### src/rtl/vc_arbiter_pkg.sv
// Shared definitions for the VC0/VC1 weighted arbiter: VC encoding, counter width,
// and the position of the destination-select bit inside a word.
package vc_arbiter_pkg;

  localparam int CNT_W = 4;

  typedef enum logic {
    VC0 = 1'b0,
    VC1 = 1'b1
  } vc_e;

  // The destination select is always the word's MSB.
  function automatic int dest_bit(input int bw);
    return bw - 1;
  endfunction

endpackage

### src/rtl/wrr_grant.sv
// Weighted grant between VC0 and VC1: VC0 wins up to WEIGHT times in a row while
// VC1 is waiting, then VC1 gets one grant.
module wrr_grant
  import vc_arbiter_pkg::*;
#(
  parameter int WEIGHT = 3
) (
  input  logic clk,
  input  logic reset_L,
  input  logic i_elig0,
  input  logic i_elig1,
  output logic o_grant0,
  output logic o_grant1
);

  localparam logic [CNT_W-1:0] W_MAX = CNT_W'(WEIGHT);

  logic [CNT_W-1:0] r_cnt;

  // NOTE: every output of this always_comb gets a default first, so no path can infer a latch.
  always_comb begin
    o_grant0 = 1'b0;
    o_grant1 = 1'b0;
    if (i_elig0 && i_elig1) begin
      if (r_cnt < W_MAX) o_grant0 = 1'b1;
      else               o_grant1 = 1'b1;
    end else begin
      o_grant0 = i_elig0;
      o_grant1 = i_elig1;
    end
  end

  // NOTE: state registers use non-blocking assignments so every flop samples pre-edge values.
  always_ff @(posedge clk or negedge reset_L) begin
    if (!reset_L) begin
      r_cnt <= '0;
    end else if (o_grant1 || (o_grant0 && !i_elig1)) begin
      r_cnt <= '0;
    end else if (o_grant0) begin
      r_cnt <= r_cnt + CNT_W'(1);
    end
  end

endmodule

### src/rtl/vc_arbiter.sv
// Pops the VC0/VC1 FIFOs under weighted priority and steers each word by its MSB
// into the D0 or D1 destination FIFO through registered push/data outputs.
module vc_arbiter
  import vc_arbiter_pkg::*;
#(
  parameter int BW     = 16,
  parameter int WEIGHT = 3
) (
  input  logic          clk,
  input  logic          reset_L,
  input  logic          arb_en,
  input  logic          VC0_empty,
  input  logic [BW-1:0] VC0_data_out,
  output logic          VC0_rd,
  input  logic          VC1_empty,
  input  logic [BW-1:0] VC1_data_out,
  output logic          VC1_rd,
  input  logic          D0_almost_full,
  input  logic          D1_almost_full,
  output logic          D0_push,
  output logic [BW-1:0] D0_data,
  output logic          D1_push,
  output logic [BW-1:0] D1_data,
  output logic          idle
);

  localparam int DEST = dest_bit(BW);

  logic          w_stall;
  logic          w_elig0;
  logic          w_elig1;
  logic          w_grant0;
  logic          w_grant1;
  logic [BW-1:0] w_word;

  logic          r_rd_vld;
  vc_e           r_rd_src;
  logic          r_d0_push;
  logic          r_d1_push;
  logic [BW-1:0] r_d0_data;
  logic [BW-1:0] r_d1_data;
  logic          r_idle;

  // Either destination nearing full blocks both: the target is unknown until after the pop.
  // Reset is folded in so the combinational pop requests drop the instant reset asserts.
  assign w_stall = D0_almost_full | D1_almost_full | ~arb_en | ~reset_L;
  assign w_elig0 = ~VC0_empty & ~w_stall;
  assign w_elig1 = ~VC1_empty & ~w_stall;

  wrr_grant #(
    .WEIGHT (WEIGHT)
  ) u_wrr_grant (
    .clk      (clk),
    .reset_L  (reset_L),
    .i_elig0  (w_elig0),
    .i_elig1  (w_elig1),
    .o_grant0 (w_grant0),
    .o_grant1 (w_grant1)
  );

  assign VC0_rd = w_grant0;
  assign VC1_rd = w_grant1;

  // FIFO read data is valid the cycle after the pop, while r_rd_vld marks it.
  assign w_word = (r_rd_src == VC1) ? VC1_data_out : VC0_data_out;

  always_ff @(posedge clk or negedge reset_L) begin
    if (!reset_L) begin
      r_rd_vld  <= 1'b0;
      r_rd_src  <= VC0;
      r_d0_push <= 1'b0;
      r_d1_push <= 1'b0;
      r_d0_data <= '0;
      r_d1_data <= '0;
      r_idle    <= 1'b1;
    end else begin
      r_rd_vld  <= w_grant0 | w_grant1;
      r_rd_src  <= w_grant1 ? VC1 : VC0;
      r_d0_push <= r_rd_vld & ~w_word[DEST];
      r_d1_push <= r_rd_vld &  w_word[DEST];
      if (r_rd_vld && !w_word[DEST]) r_d0_data <= w_word;
      if (r_rd_vld &&  w_word[DEST]) r_d1_data <= w_word;
      r_idle    <= ~r_rd_vld & ~r_d0_push & ~r_d1_push & VC0_empty & VC1_empty;
    end
  end

  assign D0_push = r_d0_push;
  assign D1_push = r_d1_push;
  assign D0_data = r_d0_data;
  assign D1_data = r_d1_data;
  assign idle    = r_idle;

endmodule
### config.mk
export PLATFORM = sky130hd
export DESIGN_NAME = vc_arbiter
export DESIGN_NICKNAME = d
export VERILOG_FILES = /design/src/rtl/vc_arbiter_pkg.sv /design/src/rtl/wrr_grant.sv /design/src/rtl/vc_arbiter.sv
export SDC_FILE = /design/constraint.sdc
export NUM_CORES = 1
export LEC_CHECK = 0
export BUFFER_PORTS_ARGS = -buffer_cell sky130_fd_sc_hd__buf_2
export CAP_MARGIN = 20
export CELL_PAD_IN_SITES_DETAIL_PLACEMENT = 1
export CELL_PAD_IN_SITES_GLOBAL_PLACEMENT = 1
export CORE_UTILIZATION = 37
export DETAILED_ROUTE_END_ITERATION = 10
export PLACE_DENSITY_LB_ADDON = 0.3
export SETUP_SLACK_MARGIN = 0.1
export SLEW_MARGIN = 15
export SYNTH_ARGS = -nofsm -noshare
export SYNTH_HDL_FRONTEND = slang
export SYNTH_HIERARCHICAL = 1
export SYNTH_SLANG_ARGS = --single-unit
export TNS_END_PERCENT = 30
### constraint.sdc
create_clock -name clk -period 1.9 [get_ports clk]
set_clock_uncertainty 0.2 [all_clocks]
set_input_delay 0 -clock clk [delete_from_list [all_inputs] [get_ports clk]]
set_output_delay 0 -clock clk [all_outputs]
set_load 0.005 [all_outputs]
==> run summary <==
Synthesis inferred 41 register bits. 0 antenna diodes ended up in the layout. The signal on the critical path passes through mux2i_1 -> nand2b_1 -> buf_12 -> mux2_2. The proportion of layout cells with a drive suffix above 1 came out at 58.8%. Of the total power, the clock network draws 31.6%.

Clock transition at the registers of the reported paths: 0.07 ns. For the worst setup path, the data required time is 1.87 ns. Averaged over all synthesized cells, the footprint is 15.4 µm².

The hold-critical path depth was 5. No sink is reached through more buffers than the 2 on the longest clock path. Headroom to the max-slew limit came out at 65.7%. Routability congestion estimate: 0.720.

Cell at the slowest stage of the critical path: sky130_fd_sc_hd__dfrtp_1. After routing, the total negative slack on setup checks comes to 0 ns. The minimum clock period after layout works out to 1.68 ns.

The insertion delay of the later-clocked pin in the worst-skew pair is 0.29 ns. In this run the power spent charging and discharging nets is 605 µW. Setup violations remaining at the end of the flow were counted as 0. The floorplan has 24 rows. From bottom edge to top edge, the die measures 71.6 µm.

The detail route stage leaves a number of antenna-violating nets equal to 0. The share of synthesized area in the top cell type comes to 55.9%. The share of flip-flops with an asynchronous set or reset after synthesis was 100%. The worst setup path is launched from a flop. The worst path uses 88.2% of the clock period.

Dividing the detail-routed wire length by the instance count gives 16.9 µm. The run gives 0 as the number of endpoints with negative hold slack in the final report. The critical path in this run is classified as flop to flop.

The clock root buffer was sky130_fd_sc_hd__clkbuf_8. The Yosys step of the flow raised 6 warnings. Share of power burned in combinational logic: 23.1%.

Counting the buffers created by CTS gives 5. Capturing element type of the critical path: a flop. The library cell with the highest instance count after synthesis was sky130_fd_sc_hd__dfrtp_1. By count the netlist is led by 40 x sky130_fd_sc_hd__dfrtp_1, 37 x sky130_fd_sc_hd__mux2_2, 8 x sky130_fd_sc_hd__mux2_4. The capture instance of the worst register-to-register path is D1_data[6].

Static timing analysis puts the maximum clock frequency at 597 MHz. Internal power comes to 1960 µW. The H-tree generated during clock tree synthesis spans 2 levels. Sorting the synthesized cells by area gives the leading types as sky130_fd_sc_hd__dfrtp_1 56%, sky130_fd_sc_hd__mux2_2 23%, sky130_fd_sc_hd__mux2_4 6.7%, sky130_fd_sc_hd__buf_6 2.5%, sky130_fd_sc_hd__dfstp_2 1.5%. Setup slack on the worst reg-to-reg path comes out at 0.22 ns.

The delay of the slowest cell on the worst path is 0.37 ns. For the worst setup path, the data arrival time is 1.65 ns. The die area came out at 5120 µm².

After legalization and detailed placement, the total HPWL measured 3.16 mm. The initial DRC count came out at 50. Summing all placed instances gives a cell area of 2220 µm².

Setup repair after global routing left no endpoint under its margin. Global routing consumed, over all layers together, 20.7% of the routing resources. Number of DRC violations after detailed routing: 0. The post-synthesis net count was 156.

76 I/O pins were placed. The sequential cell fraction of total power is 45.2%, and the number of slew-limit violations in the final report is 0. The worst ir drop on vdd was 0.658 mV; the core footprint was 4500 µm². Count of buffers from port buffering: 75.

Top fanout value on the critical path: 17. The beginning of the worst hold path is D0_almost_full. The critical path ends at D1_data[6]. For this design the ratio of total power to cell area is 948 nW/µm². Counting flops with a built-in enable in the synthesized netlist gives 0.

The launching point of the worst reg2reg path is r_rd_src. Setup slack on the critical path of the routed design comes to 0.225 ns. The logs give 22 for the number of library cell types mapped by synthesis and 42 for the maximum number of pins on one net before global-route repair. The flow ran to the end, and the final reports show no timing, DRC or antenna violations. Timing analysis after detailed placement gives a worst setup slack of 0.226 ns. The area growth from synthesis to final layout is 51.2%. For the worst flop-to-flop path, the logic depth is 4. The overflow left after global routing is 0.

Number of antenna violations at the first check in global routing: 0. Overall die width: 71.6 µm. The static power due to leakage was 0.00140 µW. Summing over every cut layer, the via total after detailed routing is 1386. The finished cells cover 2710 µm². The slew of the pin with the lowest slew margin was 0.514 ns. The run gives 39.7% as the effective utilization at floorplan. The switching share of power was 23.6%. For the post-synthesis instance area, the log shows 1790 µm².

The max-capacitance violation count came out at 0. The number of iterations in the first detailed-routing pass is 4. The design draws 2570 µW. Most used flip-flop cell after synthesis: sky130_fd_sc_hd__dfrtp_1. For the net total in the final layout, the log shows 272.

The largest area contributor in the synthesized netlist is sky130_fd_sc_hd__dfrtp_1. TritonCTS built the clock tree. The first global-routing pass estimated 7.89 mm of wire. In the synthesized netlist, the number of instances is 116. The most critical setup path has its startpoint at r_rd_src. The tools report the clock sink total as 41. The worst hold path belongs to the class input port to flop. Dividing the detail-routed via count by the number of cells gives 4.86. Of the synthesized area, sequential elements account for 57.4%. The number of global-route vias before repair was 1622; the total wire length was 4.81 mm.
## power groups by stage
| stage | clock (µW) | sequential (µW) | combinational [µW] |
|---|---|---|---|
| 5_1_grt | 875 | 1190 | 652 |
| 3_5_place_dp | 0 | 1180 | 538 |
| 4_1_cts | 837 | 1160 | 595 |
| 2_1_floorplan | 0 | 1180 | 226 |
| 6_report | 812 | 1160 | 594 |
| 3_3_place_gp | 0 | 1160 | 514 |
## logic make-up after synthesis
| logic type | after synthesis | share of synthesized area (%) |
|---|---|---|
| AO/OA/AOI/OAI | 3 | 1.54 |
| adder cells (fa/ha/maj) | 1 | 0.699 |
| buffers and inverters | 7 | 3.21 |
| flip-flops | 41 | 57.4 |
| multiplexers | 46 | 30.5 |
| AND/OR/NAND/NOR | 18 | 6.64 |
## state kept, by name, summed over array words and instances, names as in the netlist
| signal | flops |
|---|---|
| D0_data | 16 |
| idle | 1 |
| r_rd_vld | 1 |
| D1_data | 16 |
| r_rd_src | 1 |
| D0_push | 1 |
| D1_push | 1 |
| u_wrr_grant/r_cnt | 4 |
## layout make-up
cell class | count | area, µm²
Inverter | 2 | 7.51
Clock inverter | 3 | 65.1
Sequential cell | 41 | 1030
Multi-Input combinational cell | 68 | 706
Fill cell | 456 | 1800
Clock buffer | 5 | 68.8
Timing Repair Buffer | 114 | 768
Tap cell | 52 | 65.1
## metal layers
metal | part of all wire, % | global-route usage [%] | up-vias
li1 | - | - | 639
met1 | 38 | 21.8 | 685
met2 | 54 | 39.9 | 54
met3 | 6.5 | 5.91 | 8
met4 | 1.2 | 5.88 | 0
met5 | 0 | 0 | -
## worst min-delay path by stage
stage | endpoint | slack (ns)
floorplan | D0_data[0] | -0.50
global placement | D0_data[7] | -0.07
detailed placement | D0_data[7] | -0.05
CTS | r_rd_src | 0.02
global route | r_rd_src | 0.04
finish | r_rd_src | 0.04
## timing repair
| action | in CTS | in global routing |
|---|---|---|
| hold buffers | 35 | 0 |
| endpoints found under the hold margin | 74 | 0 |
| setup endpoints to repair | 0 | 1 |
| setup buffers | 0 | 1 |
| gates resized for setup | 0 | 0 |
## cells in the final DEF (no fill, tap or decap)
cell type	n
sky130_fd_sc_hd__buf_2	75
sky130_fd_sc_hd__dfrtp_1	40
sky130_fd_sc_hd__mux2_2	37
sky130_fd_sc_hd__dlygate4sd3_1	35
sky130_fd_sc_hd__mux2_4	8
sky130_fd_sc_hd__clkbuf_8	5
sky130_fd_sc_hd__nor2_1	4
sky130_fd_sc_hd__and2_1	4
sky130_fd_sc_hd__buf_4	3
sky130_fd_sc_hd__inv_1	2
sky130_fd_sc_hd__nand2b_1	2
sky130_fd_sc_hd__bufinv_16	2
sky130_fd_sc_hd__nor2b_1	2
sky130_fd_sc_hd__nand3_1	1
sky130_fd_sc_hd__or2_2	1
sky130_fd_sc_hd__mux2i_1	1
sky130_fd_sc_hd__nand2_2	1
sky130_fd_sc_hd__nand3b_1	1
sky130_fd_sc_hd__nor3_1	1
sky130_fd_sc_hd__clkinv_2	1
sky130_fd_sc_hd__dfstp_2	1
sky130_fd_sc_hd__buf_12	1
sky130_fd_sc_hd__nor4b_4	1
sky130_fd_sc_hd__o31ai_1	1
sky130_fd_sc_hd__a32o_2	1
sky130_fd_sc_hd__a22o_1	1
sky130_fd_sc_hd__ha_1	1
## critical path, delay by kind of cell (launching register included)
family	cells	cell delay (ns)
and+or+nand+nor	1	0.20
muxes	2	0.62
DFF	1	0.37
buffers and inverters	1	0.18
## per-stage QoR
| step | hold WS (ns) | cells | util (%) |
|---|---|---|---|
| after CTS | 0.0175 | 284 | 59.9 |
| after floorplan | -0.496 | 116 | - |
| after global placement | -0.0686 | 241 | 49.2 |
| after global routing | 0.0384 | 285 | 60.1 |
| after detailed placement | -0.0482 | 241 | 49.2 |
| final | 0.0373 | 285 | 60.1 |
Power figures use the tool's default switching activity.
